### src/rtl/ov2640_capture_ctrl_if.sv
// Control, sensor-sync and core-monitor signals shared between the capture
// sequencer (slave) and the register block / capture core side (master).
interface ov2640_capture_ctrl_if;
   logic        cfg_start;
   logic        cfg_continuous;
   logic        cfg_stop;
   logic [3:0]  cfg_skip;
   logic        VSYNC;
   logic        core_enable;
   logic        core_busy;
   logic        mon_tvalid;
   logic        mon_tlast;
   logic        mon_tuser;
   logic        run_active;
   logic        frame_done;
   logic        frame_err;
   logic        timeout;
   logic [15:0] frame_cnt;

   modport master (
      output cfg_start, cfg_continuous, cfg_stop, cfg_skip, VSYNC,
             core_busy, mon_tvalid, mon_tlast, mon_tuser,
      input  core_enable, run_active, frame_done, frame_err, timeout, frame_cnt
   );

   modport slave (
      input  cfg_start, cfg_continuous, cfg_stop, cfg_skip, VSYNC,
             core_busy, mon_tvalid, mon_tlast, mon_tuser,
      output core_enable, run_active, frame_done, frame_err, timeout, frame_cnt
   );
endinterface

### src/rtl/ov2640_capture_ctrl.sv
// Capture sequencer for the OV2640 core: arms the core for single or free-running
// frames with decimation, checks stream geometry and guards against stalled sensors.
module ov2640_capture_ctrl #(
   parameter int IMAGE_HEIGHT   = 300,
   parameter int LINE_BYTES     = 800,
   parameter int TIMEOUT_CYCLES = 2000000
) (
   input  logic                  PCLK,
   input  logic                  RESETB,
   ov2640_capture_ctrl_if.slave  bus
);
   typedef enum logic [1:0] {S_IDLE, S_ARM, S_CAP, S_DONE} state_t;

   localparam int              WDW          = $clog2(TIMEOUT_CYCLES);
   localparam logic [WDW-1:0]  WD_LAST      = WDW'(TIMEOUT_CYCLES - 1);
   localparam logic [16:0]     LINE_BYTES_W = 17'(LINE_BYTES);
   localparam logic [16:0]     HEIGHT_W     = 17'(IMAGE_HEIGHT);

   state_t          state_reg;
   logic            cont_reg;
   logic [3:0]      skip_cnt_reg;
   logic            vsync_q;
   logic [15:0]     beat_cnt_reg;
   logic [15:0]     line_cnt_reg;
   logic            bad_reg;
   logic [WDW-1:0]  wdog_reg;
   logic            run_active_reg;
   logic            frame_done_reg;
   logic            frame_err_reg;
   logic            timeout_reg;
   logic [15:0]     frame_cnt_reg;

   logic            vs_rise;
   logic            line_end;
   logic            frame_end;
   logic [16:0]     beat_sum;
   logic [16:0]     line_sum;
   logic            bad_now;
   logic            armed;
   logic            wdog_hit;

   assign vs_rise   = bus.VSYNC & ~vsync_q;
   assign line_end  = bus.mon_tvalid & bus.mon_tlast;
   assign frame_end = bus.mon_tvalid & bus.mon_tuser;
   // Sums are one bit wider so a saturated counter can never alias a legal size.
   assign beat_sum  = {1'b0, beat_cnt_reg} + 17'd1;
   assign line_sum  = {1'b0, line_cnt_reg} + 17'd1;
   assign bad_now   = bad_reg
                    | (line_end  & (beat_sum != LINE_BYTES_W))
                    | (line_end  & (line_cnt_reg == 16'hFFFF))
                    | (frame_end & (line_sum != HEIGHT_W));
   assign armed     = (state_reg == S_ARM) || (state_reg == S_CAP);
   assign wdog_hit  = armed && (wdog_reg == WD_LAST);

   assign bus.core_enable = (state_reg == S_ARM) && (skip_cnt_reg == 4'd0);
   assign bus.run_active  = run_active_reg;
   assign bus.frame_done  = frame_done_reg;
   assign bus.frame_err   = frame_err_reg;
   assign bus.timeout     = timeout_reg;
   assign bus.frame_cnt   = frame_cnt_reg;

   always_ff @(posedge PCLK) begin
      if (!RESETB) begin
         state_reg      <= S_IDLE;
         cont_reg       <= 1'b0;
         skip_cnt_reg   <= 4'd0;
         vsync_q        <= 1'b0;
         beat_cnt_reg   <= 16'd0;
         line_cnt_reg   <= 16'd0;
         bad_reg        <= 1'b0;
         wdog_reg       <= '0;
         run_active_reg <= 1'b0;
         frame_done_reg <= 1'b0;
         frame_err_reg  <= 1'b0;
         timeout_reg    <= 1'b0;
         frame_cnt_reg  <= 16'd0;
      end else begin
         vsync_q        <= bus.VSYNC;
         frame_done_reg <= 1'b0;
         frame_err_reg  <= 1'b0;
         timeout_reg    <= 1'b0;
         if (!armed || vs_rise || bus.mon_tvalid)
            wdog_reg <= '0;
         else
            wdog_reg <= wdog_reg + 1'b1;

         case (state_reg)
            S_IDLE: begin
               if (bus.cfg_start && !bus.core_busy) begin
                  state_reg      <= S_ARM;
                  run_active_reg <= 1'b1;
                  cont_reg       <= bus.cfg_continuous;
                  skip_cnt_reg   <= bus.cfg_skip;
               end
            end
            S_ARM: begin
               if (wdog_hit) begin
                  state_reg      <= S_IDLE;
                  run_active_reg <= 1'b0;
                  cont_reg       <= 1'b0;
                  timeout_reg    <= 1'b1;
               end else if (bus.core_busy) begin
                  // Core already grabbed the frame; a stop here just ends the run after it.
                  state_reg    <= S_CAP;
                  beat_cnt_reg <= 16'd0;
                  line_cnt_reg <= 16'd0;
                  wdog_reg     <= '0;
                  if (bus.cfg_stop) cont_reg <= 1'b0;
               end else if (bus.cfg_stop) begin
                  state_reg      <= S_IDLE;
                  run_active_reg <= 1'b0;
               end else if (vs_rise && (skip_cnt_reg != 4'd0)) begin
                  skip_cnt_reg <= skip_cnt_reg - 4'd1;
               end
            end
            S_CAP: begin
               if (wdog_hit) begin
                  state_reg      <= S_IDLE;
                  run_active_reg <= 1'b0;
                  cont_reg       <= 1'b0;
                  timeout_reg    <= 1'b1;
                  bad_reg        <= 1'b0;
               end else begin
                  if (bus.mon_tvalid) begin
                     if (bus.mon_tlast) begin
                        beat_cnt_reg <= 16'd0;
                        if (line_cnt_reg != 16'hFFFF) line_cnt_reg <= line_cnt_reg + 16'd1;
                     end else if (beat_cnt_reg != 16'hFFFF) begin
                        beat_cnt_reg <= beat_cnt_reg + 16'd1;
                     end
                  end
                  bad_reg <= bad_now;
                  if (bus.cfg_stop) cont_reg <= 1'b0;
                  if (!bus.core_busy) begin
                     state_reg      <= S_DONE;
                     wdog_reg       <= '0;
                     frame_done_reg <= 1'b1;
                     frame_err_reg  <= bad_now;
                     frame_cnt_reg  <= frame_cnt_reg + 16'd1;
                     bad_reg        <= 1'b0;
                  end
               end
            end
            S_DONE: begin
               if (cont_reg && !bus.cfg_stop) begin
                  state_reg    <= S_ARM;
                  skip_cnt_reg <= bus.cfg_skip;
               end else begin
                  state_reg      <= S_IDLE;
                  run_active_reg <= 1'b0;
               end
            end
            default: state_reg <= S_IDLE;
         endcase
      end
   end
endmodule
### src/flat_wrapper.sv
// flat-port wrapper written by rule: the top's interface ports become plain ports
module ov2640_capture_ctrl_flat 
#(
   parameter int IMAGE_HEIGHT   = 300,
   parameter int LINE_BYTES     = 800,
   parameter int TIMEOUT_CYCLES = 2000000
)
  (PCLK, RESETB, bus_cfg_start, bus_cfg_continuous, bus_cfg_stop, bus_cfg_skip, bus_VSYNC, bus_core_busy, bus_mon_tvalid, bus_mon_tlast, bus_mon_tuser, bus_core_enable, bus_run_active, bus_frame_done, bus_frame_err, bus_timeout, bus_frame_cnt);
  ov2640_capture_ctrl_if bus_i ();
  input  logic PCLK;
  input  logic RESETB;
  input wire logic [$bits(bus_i.cfg_start)-1:0] bus_cfg_start;
  input wire logic [$bits(bus_i.cfg_continuous)-1:0] bus_cfg_continuous;
  input wire logic [$bits(bus_i.cfg_stop)-1:0] bus_cfg_stop;
  input wire logic [$bits(bus_i.cfg_skip)-1:0] bus_cfg_skip;
  input wire logic [$bits(bus_i.VSYNC)-1:0] bus_VSYNC;
  input wire logic [$bits(bus_i.core_busy)-1:0] bus_core_busy;
  input wire logic [$bits(bus_i.mon_tvalid)-1:0] bus_mon_tvalid;
  input wire logic [$bits(bus_i.mon_tlast)-1:0] bus_mon_tlast;
  input wire logic [$bits(bus_i.mon_tuser)-1:0] bus_mon_tuser;
  output wire logic [$bits(bus_i.core_enable)-1:0] bus_core_enable;
  output wire logic [$bits(bus_i.run_active)-1:0] bus_run_active;
  output wire logic [$bits(bus_i.frame_done)-1:0] bus_frame_done;
  output wire logic [$bits(bus_i.frame_err)-1:0] bus_frame_err;
  output wire logic [$bits(bus_i.timeout)-1:0] bus_timeout;
  output wire logic [$bits(bus_i.frame_cnt)-1:0] bus_frame_cnt;
  assign bus_i.cfg_start = bus_cfg_start;
  assign bus_i.cfg_continuous = bus_cfg_continuous;
  assign bus_i.cfg_stop = bus_cfg_stop;
  assign bus_i.cfg_skip = bus_cfg_skip;
  assign bus_i.VSYNC = bus_VSYNC;
  assign bus_i.core_busy = bus_core_busy;
  assign bus_i.mon_tvalid = bus_mon_tvalid;
  assign bus_i.mon_tlast = bus_mon_tlast;
  assign bus_i.mon_tuser = bus_mon_tuser;
  assign bus_core_enable = bus_i.core_enable;
  assign bus_run_active = bus_i.run_active;
  assign bus_frame_done = bus_i.frame_done;
  assign bus_frame_err = bus_i.frame_err;
  assign bus_timeout = bus_i.timeout;
  assign bus_frame_cnt = bus_i.frame_cnt;
  ov2640_capture_ctrl #(.IMAGE_HEIGHT(IMAGE_HEIGHT), .LINE_BYTES(LINE_BYTES), .TIMEOUT_CYCLES(TIMEOUT_CYCLES)) u_core (.PCLK(PCLK), .RESETB(RESETB), .bus(bus_i));
endmodule
### config.mk
export PLATFORM = sky130hd
export DESIGN_NAME = ov2640_capture_ctrl_flat
export DESIGN_NICKNAME = d
export VERILOG_FILES = /design/src/rtl/ov2640_capture_ctrl_if.sv /design/src/rtl/ov2640_capture_ctrl.sv /design/src/flat_wrapper.sv
export SDC_FILE = /design/constraint.sdc
export NUM_CORES = 1
export LEC_CHECK = 0
export ABC_AREA = 1
export CAP_MARGIN = 15
export CORE_MARGIN = 2
export CORE_UTILIZATION = 61
export CTS_BUF_LIST = sky130_fd_sc_hd__clkbuf_4 sky130_fd_sc_hd__clkbuf_8
export DETAILED_ROUTE_END_ITERATION = 12
export PLACE_DENSITY = 0.83
export SYNTH_ARGS = -nofsm -noshare
export SYNTH_HDL_FRONTEND = slang
export SYNTH_SLANG_ARGS = --single-unit
### constraint.sdc
create_clock -name PCLK -period 3 [get_ports PCLK]
set_clock_uncertainty 0.2 [all_clocks]
set_input_delay 0.45 -clock PCLK [delete_from_list [all_inputs] [get_ports PCLK]]
set_output_delay 0.45 -clock PCLK [all_outputs]
set_load 0.01 [all_outputs]
==> impl_metrics.yaml, run 1 <==
outcome:
  status: "completed"
layout:
  largest_reg_flops: 21
  multi_input_area_mm2: 0.00265
  layout.cells.non_filler: 890
  fillers: 681
  seq_area_mm2: 0.00164
  nets: 808
  antenna_cells: 0
  syn_to_final_growth_pct: 11.9
  final_util_pct: 69.5
  drive_above_1_share_pct: 4.95
floorplanning:
  initial_core_util_pct: 62.1
  io_pins: 35
  die-area_mm2: 0.00851
  core_mm2: 0.00765
  die_w_um: 92.3
  rows: 32
  dieHeight_um: 92.3
synthesis:
  yosys_warnings: 0
  synthDistinctLibCells: 37
  netlist_area_mm2: 0.00475
  synth-seq-cells: 82
  ys_seq_area_share_pct: 34.6
  synth_fp_nets: 772
  avgSynthCellArea_um2: 6.34
  netlist_instances: 749
worst_setup_path:
  startpoint_type: "flip-flop"
  crit_required_ns: 2.35
  crit_fanout: 7
  critPathArrivalTime_ns: 1.99
  critPathKind: "reg2out"
  end_kind: "output port"
global_route:
  grt_pass1_vias: 4373
  grt_max_degree: 22
  grt_pass1_wl_mm: 18.6
  grt-ovfl-total: 0
  grt_usage_pct: 26.7
  antenna_found_initial: 0
routing:
  via_count: 4734
  firstDrtPassIters: 5
  routedWlPerCell_um: 12.0
  antenna_left: 0
  via_per_inst: 5.32
  drt_iter0_markers: 183
  finalWirelength_mm: 10.7
  drcViolationCount: 0
placed_design:
  dpl.hpwl_mm: 7.96
  portBuffers: 34
  place_inst: 876
  gp_congestion: 0.905
timing:
  max_freq_mhz: 378
  rsz0062_at_grt: "false"
  final.period_utilization_pct: 88.1
  period_minus_slack_ns: 2.64
  slew_headroom_pct: 57.8
  slew_violations: 0
  setup_viol: 0
  fin_setup_tns_ns: 0
  hold_viol_final: 0
  worstMarginPinSlew_ns: 0.627
power:
  vdd.ir_drop.worst_mv: 0.453
  p_per_area_mw_per_mm2: 633
  p_total_uw: 3360
  leakagePower_uw: 0.00209
clocking:
  postCtsSetupBuffers: 0
  cts_tree: "done"
  cts_buffers: 9
  clkLatencyLatePin_ns: 0.36
  cts_root_buf: "clkbuf_8"
  clk_path_buf_depth: 2
  cts_hold_buf: 0
  cts_resized: 0
  h-tree-depth: 3
  clk_pin_slew_ns: 0.08
  clock-sinks: 82
run:
  drv_cap: 0
hold_path:
  hp-class: "reg2reg"
-- cell usage after synthesis --
library cell  count  share of area (%)
nor3_1           18                1.9
dfxtp_1          82                 35
a31oi_1           3               0.40
nand3_1          58                6.1
nand2_1         204                 16
buf_6             5                1.2
o21ai_0          29                3.1
nor2_1          116                9.2
inv_1            90                7.1
nor4_2            1               0.26
a21oi_1          50                5.3
xor2_1            8                1.5
o21a_1            2               0.32
o21bai_1          1               0.16
clkbuf_1          3               0.24
buf_2             3               0.32
nand4_1          19                2.5
nand2_2           1               0.13
nor3_2            2               0.42
a211oi_1          1               0.16
nand2_4           2               0.47
nand4_2           1               0.26
buf_4             2               0.32
mux2i_1           1               0.21
nand3b_1          2               0.32
nor2_2            4               0.53
and3b_1           1               0.18
nor3b_1           3               0.47
o21ai_1           3               0.32
xnor2_1           7                1.3
inv_2             6               0.47
and3_1            1               0.13
nand3_2           2               0.42
nor4_1            4               0.53
ha_1              9                2.4
nor2_4            2               0.47
o22ai_1           3               0.40
-- worst paths after layout --
path / from / to / slack [ns] / cells past startpoint
setup / recovery: u_core.state_reg[1] / bus_core_enable / 0.36 / 5
hold / removal: u_core.wdog_reg[0] / u_core.wdog_reg[0] / 0.26 / 1
setup reg to reg: u_core.state_reg[1] / u_core.bus.frame_cnt[3] / 0.43 / 11
hold reg to reg: u_core.wdog_reg[0] / u_core.wdog_reg[0] / 0.26 / 1
-- cell type report --
class | instances | share of cell area (%)
Tap cell | 102 | 2.40
Multi-Input combinational cell | 558 | 49.9
Inverter | 96 | 6.78
Timing Repair Buffer | 38 | 6.97
Clock buffer | 11 | 2.73
Clock inverter | 3 | 0.330
Sequential cell | 82 | 30.9
-- cells in the final DEF, fill, tap and decap left out, types with 2 or more instances in the layout --
cell	count
a21oi_1	50
a31oi_1	3
buf_4	4
clkbuf_8	10
clkdlybuf4s50_1	34
clkinv_2	2
dfxtp_1	82
ha_1	9
inv_1	90
inv_2	6
nand2_1	204
nand2_4	2
nand3_1	58
nand3_2	2
nand3b_1	2
nand4_1	19
nor2_1	116
nor2_2	4
nor2_4	2
nor3_1	18
nor3_2	2
nor3b_1	3
nor4_1	4
o21a_1	2
o21ai_0	29
o21ai_1	3
o22ai_1	3
xnor2_1	7
xor2_1	8
-- per-stage QoR --
step	setup WS [ns]	instance area (um2)	hold WS, ns
detailed placement	0.457	5150	0.249
global route	0.253	5310	0.288
finish	0.357	5310	0.265
CTS	0.355	5310	0.267
global placement	0.555	5150	0.233
floorplan	0.821	4750	0.217
-- cell families after synthesis --
group           Yosys count  synth area share (%)
flops                    82                  34.6
buf+inv                 109                  9.64
mux                       1                 0.211
compound gates           92                  10.1
simple gates            441                  40.4
xor+xnor                 15                  2.77
fa+ha+maj                 9                  2.37
-- worst max-delay path, cell delays in order, from the launching register on --
cell             delay (ns)
dfxtp_1                0.35
inv_1                  0.09
ha_1                   0.32
nand2_1                0.12
nor2_1                 0.19
clkdlybuf4s50_1        0.58
-- where the power goes --
part | internal (uW) | switching [uW]
registers | 1220 | 122
clock network | 321 | 388
logic | 432 | 877
-- layer usage --
layer / global-route usage, % / wire length [um]
met5: 0 / 0
met4: 9.45 / 154
met3: 4.68 / 553
met2: 45.3 / 4950
met1: 34.0 / 5040
Note: power is estimated with default switching activity, not from simulation.
==> run 2, diff against run 1 <==
CORE_MARGIN = 5   (was 2)
==> impl_metrics.yaml, run 2 (same netlist as run 1, synthesis figures left out) <==
global_route:
  grt_usage_pct: 23.1
  grt_max_degree: 22
  grt-ovfl-total: 0
  antenna_found_initial: 0
  grt_pass1_vias: 4398
  grt_pass1_wl_mm: 19.1
floorplanning:
  rows: 32
  die_w_um: 98.3
  die-area_mm2: 0.00965
  initial_core_util_pct: 62.1
  core_mm2: 0.00765
  io_pins: 35
  dieHeight_um: 98.3
clocking:
  clock-sinks: 82
  clk_pin_slew_ns: 0.08
  cts_resized: 0
  clk_path_buf_depth: 2
  cts_tree: "done"
  cts_hold_buf: 0
  cts_buffers: 9
  postCtsSetupBuffers: 0
  h-tree-depth: 3
  cts_root_buf: "clkbuf_8"
  clkLatencyLatePin_ns: 0.36
timing:
  max_freq_mhz: 376
  final.period_utilization_pct: 88.6
  slew_violations: 0
  slew_headroom_pct: 57.9
  fin_setup_tns_ns: 0
  rsz0062_at_grt: "false"
  period_minus_slack_ns: 2.66
  worstMarginPinSlew_ns: 0.626
  setup_viol: 0
  hold_viol_final: 0
routing:
  via_count: 4809
  finalWirelength_mm: 11.3
  drt_iter0_markers: 247
  firstDrtPassIters: 5
  routedWlPerCell_um: 12.6
  antenna_left: 0
  via_per_inst: 5.40
  drcViolationCount: 0
layout:
  drive_above_1_share_pct: 5.20
  final_cell_mix: "nand2_1, nor2_1, inv_1"
  antenna_cells: 0
  syn_to_final_growth_pct: 12.5
  final_util_pct: 69.9
  multi_input_area_mm2: 0.00265
  fillers: 675
  largest_reg_flops: 21
  nets: 807
  layout_commonest_cell: "nand2_1"
  seq_area_mm2: 0.00164
  design_area_mm2: 0.00534
power:
  p_int_uw: 2040
  p_sw_share_pct: 41.2
  p_per_area_mw_per_mm2: 649
  leakagePower_uw: 0.00209
  vdd.ir_drop.worst_mv: 0.430
  power.switching_uw: 1430
  combPwrFrac_pct: 37.8
  seqPwrFrac_pct: 38.8
  p_clk_share_pct: 23.3
worst_setup_path:
  critPathKind: "reg2out"
  crit_path_cell_trace: "inv_1, ha_1, nand2_1, nor2_1, clkdlybuf4s50_1"
  slowest_stage: "clkdlybuf4s50_1"
  crit_required_ns: 2.35
  critPathArrivalTime_ns: 2.01
  slowest_delay_ns: 0.58
  startpoint_type: "flip-flop"
  end_kind: "output port"
  crit_fanout: 7
outcome:
  status: "completed"
hold_path:
  hp-class: "reg2reg"
placed_design:
  gp_congestion: 0.950
  dpl-instance-area_mm2: 0.00514
  dpl.hpwl_mm: 8.12
  portBuffers: 34
run:
  drv_cap: 0
-- run 2: worst paths after layout --
path | to | depth (start not counted) | start | slack [ns]
max | bus_core_enable | 5 | u_core.state_reg[1] | 0.34
min | u_core.wdog_reg[0] | 1 | u_core.wdog_reg[0] | 0.25
max reg2reg | u_core.line_cnt_reg[8] | 11 | u_core.state_reg[0] | 0.37
min reg2reg | u_core.wdog_reg[0] | 1 | u_core.wdog_reg[0] | 0.25
-- run 2: worst max-delay path: cells and delay by family, from the launching register on --
kind,cells,cell delay [ns]
buf+inv,2,0.68
flops,1,0.35
simple gates,2,0.32
fa+ha+maj,1,0.31
-- run 2: power groups by stage --
stage / combinational (uW) / sequential (uW) / clock, uW
finish: 1310 / 1350 / 809
global route: 1490 / 1360 / 877
CTS: 1300 / 1340 / 828
detailed placement: 1290 / 1370 / 0
global placement: 1250 / 1360 / 0
floorplan: 1060 / 1340 / 0
-- run 2: cell type report --
type | count | area share [%]
multi-input combinational | 558 | 49.7
tap | 102 | 2.39
sequential | 82 | 30.7
inverter | 96 | 6.74
clock inverter | 6 | 1.24
clock buffer | 10 | 2.46
timing repair buffer | 37 | 6.79
-- run 2: metrics by stage --
| step | total power [uW] | instances | hold WS (ns) | worst slack [ns] |
|---|---|---|---|---|
| 2_1_floorplan | 2400 | 749 | 0.217 | 0.821 |
| 3_3_place_gp | 2610 | 875 | 0.231 | 0.304 |
| 3_5_place_dp | 2660 | 875 | 0.238 | 0.236 |
| 4_1_cts | 3470 | 891 | 0.257 | 0.297 |
| 5_1_grt | 3730 | 891 | 0.288 | 0.135 |
| 6_report | 3470 | 891 | 0.252 | 0.343 |
-- run 2: routing by layer --
layer  share of wire, %  vias up  GRT usage [%]
met5                  0        -              0
met4                1.9        0           8.19
met3                6.1       22           4.71
met2                 47      157           38.1
met1                 45     2150           30.2
li1                   -     2480              -
==> run 3, diff against run 2 <==
CAP_MARGIN = 20   (was 15)
SLEW_MARGIN = 30   (was default)
TNS_END_PERCENT = 30   (was default)
==> results of run 3 <==
The final DEF is identical to that of run 2; final timing and power are the same.
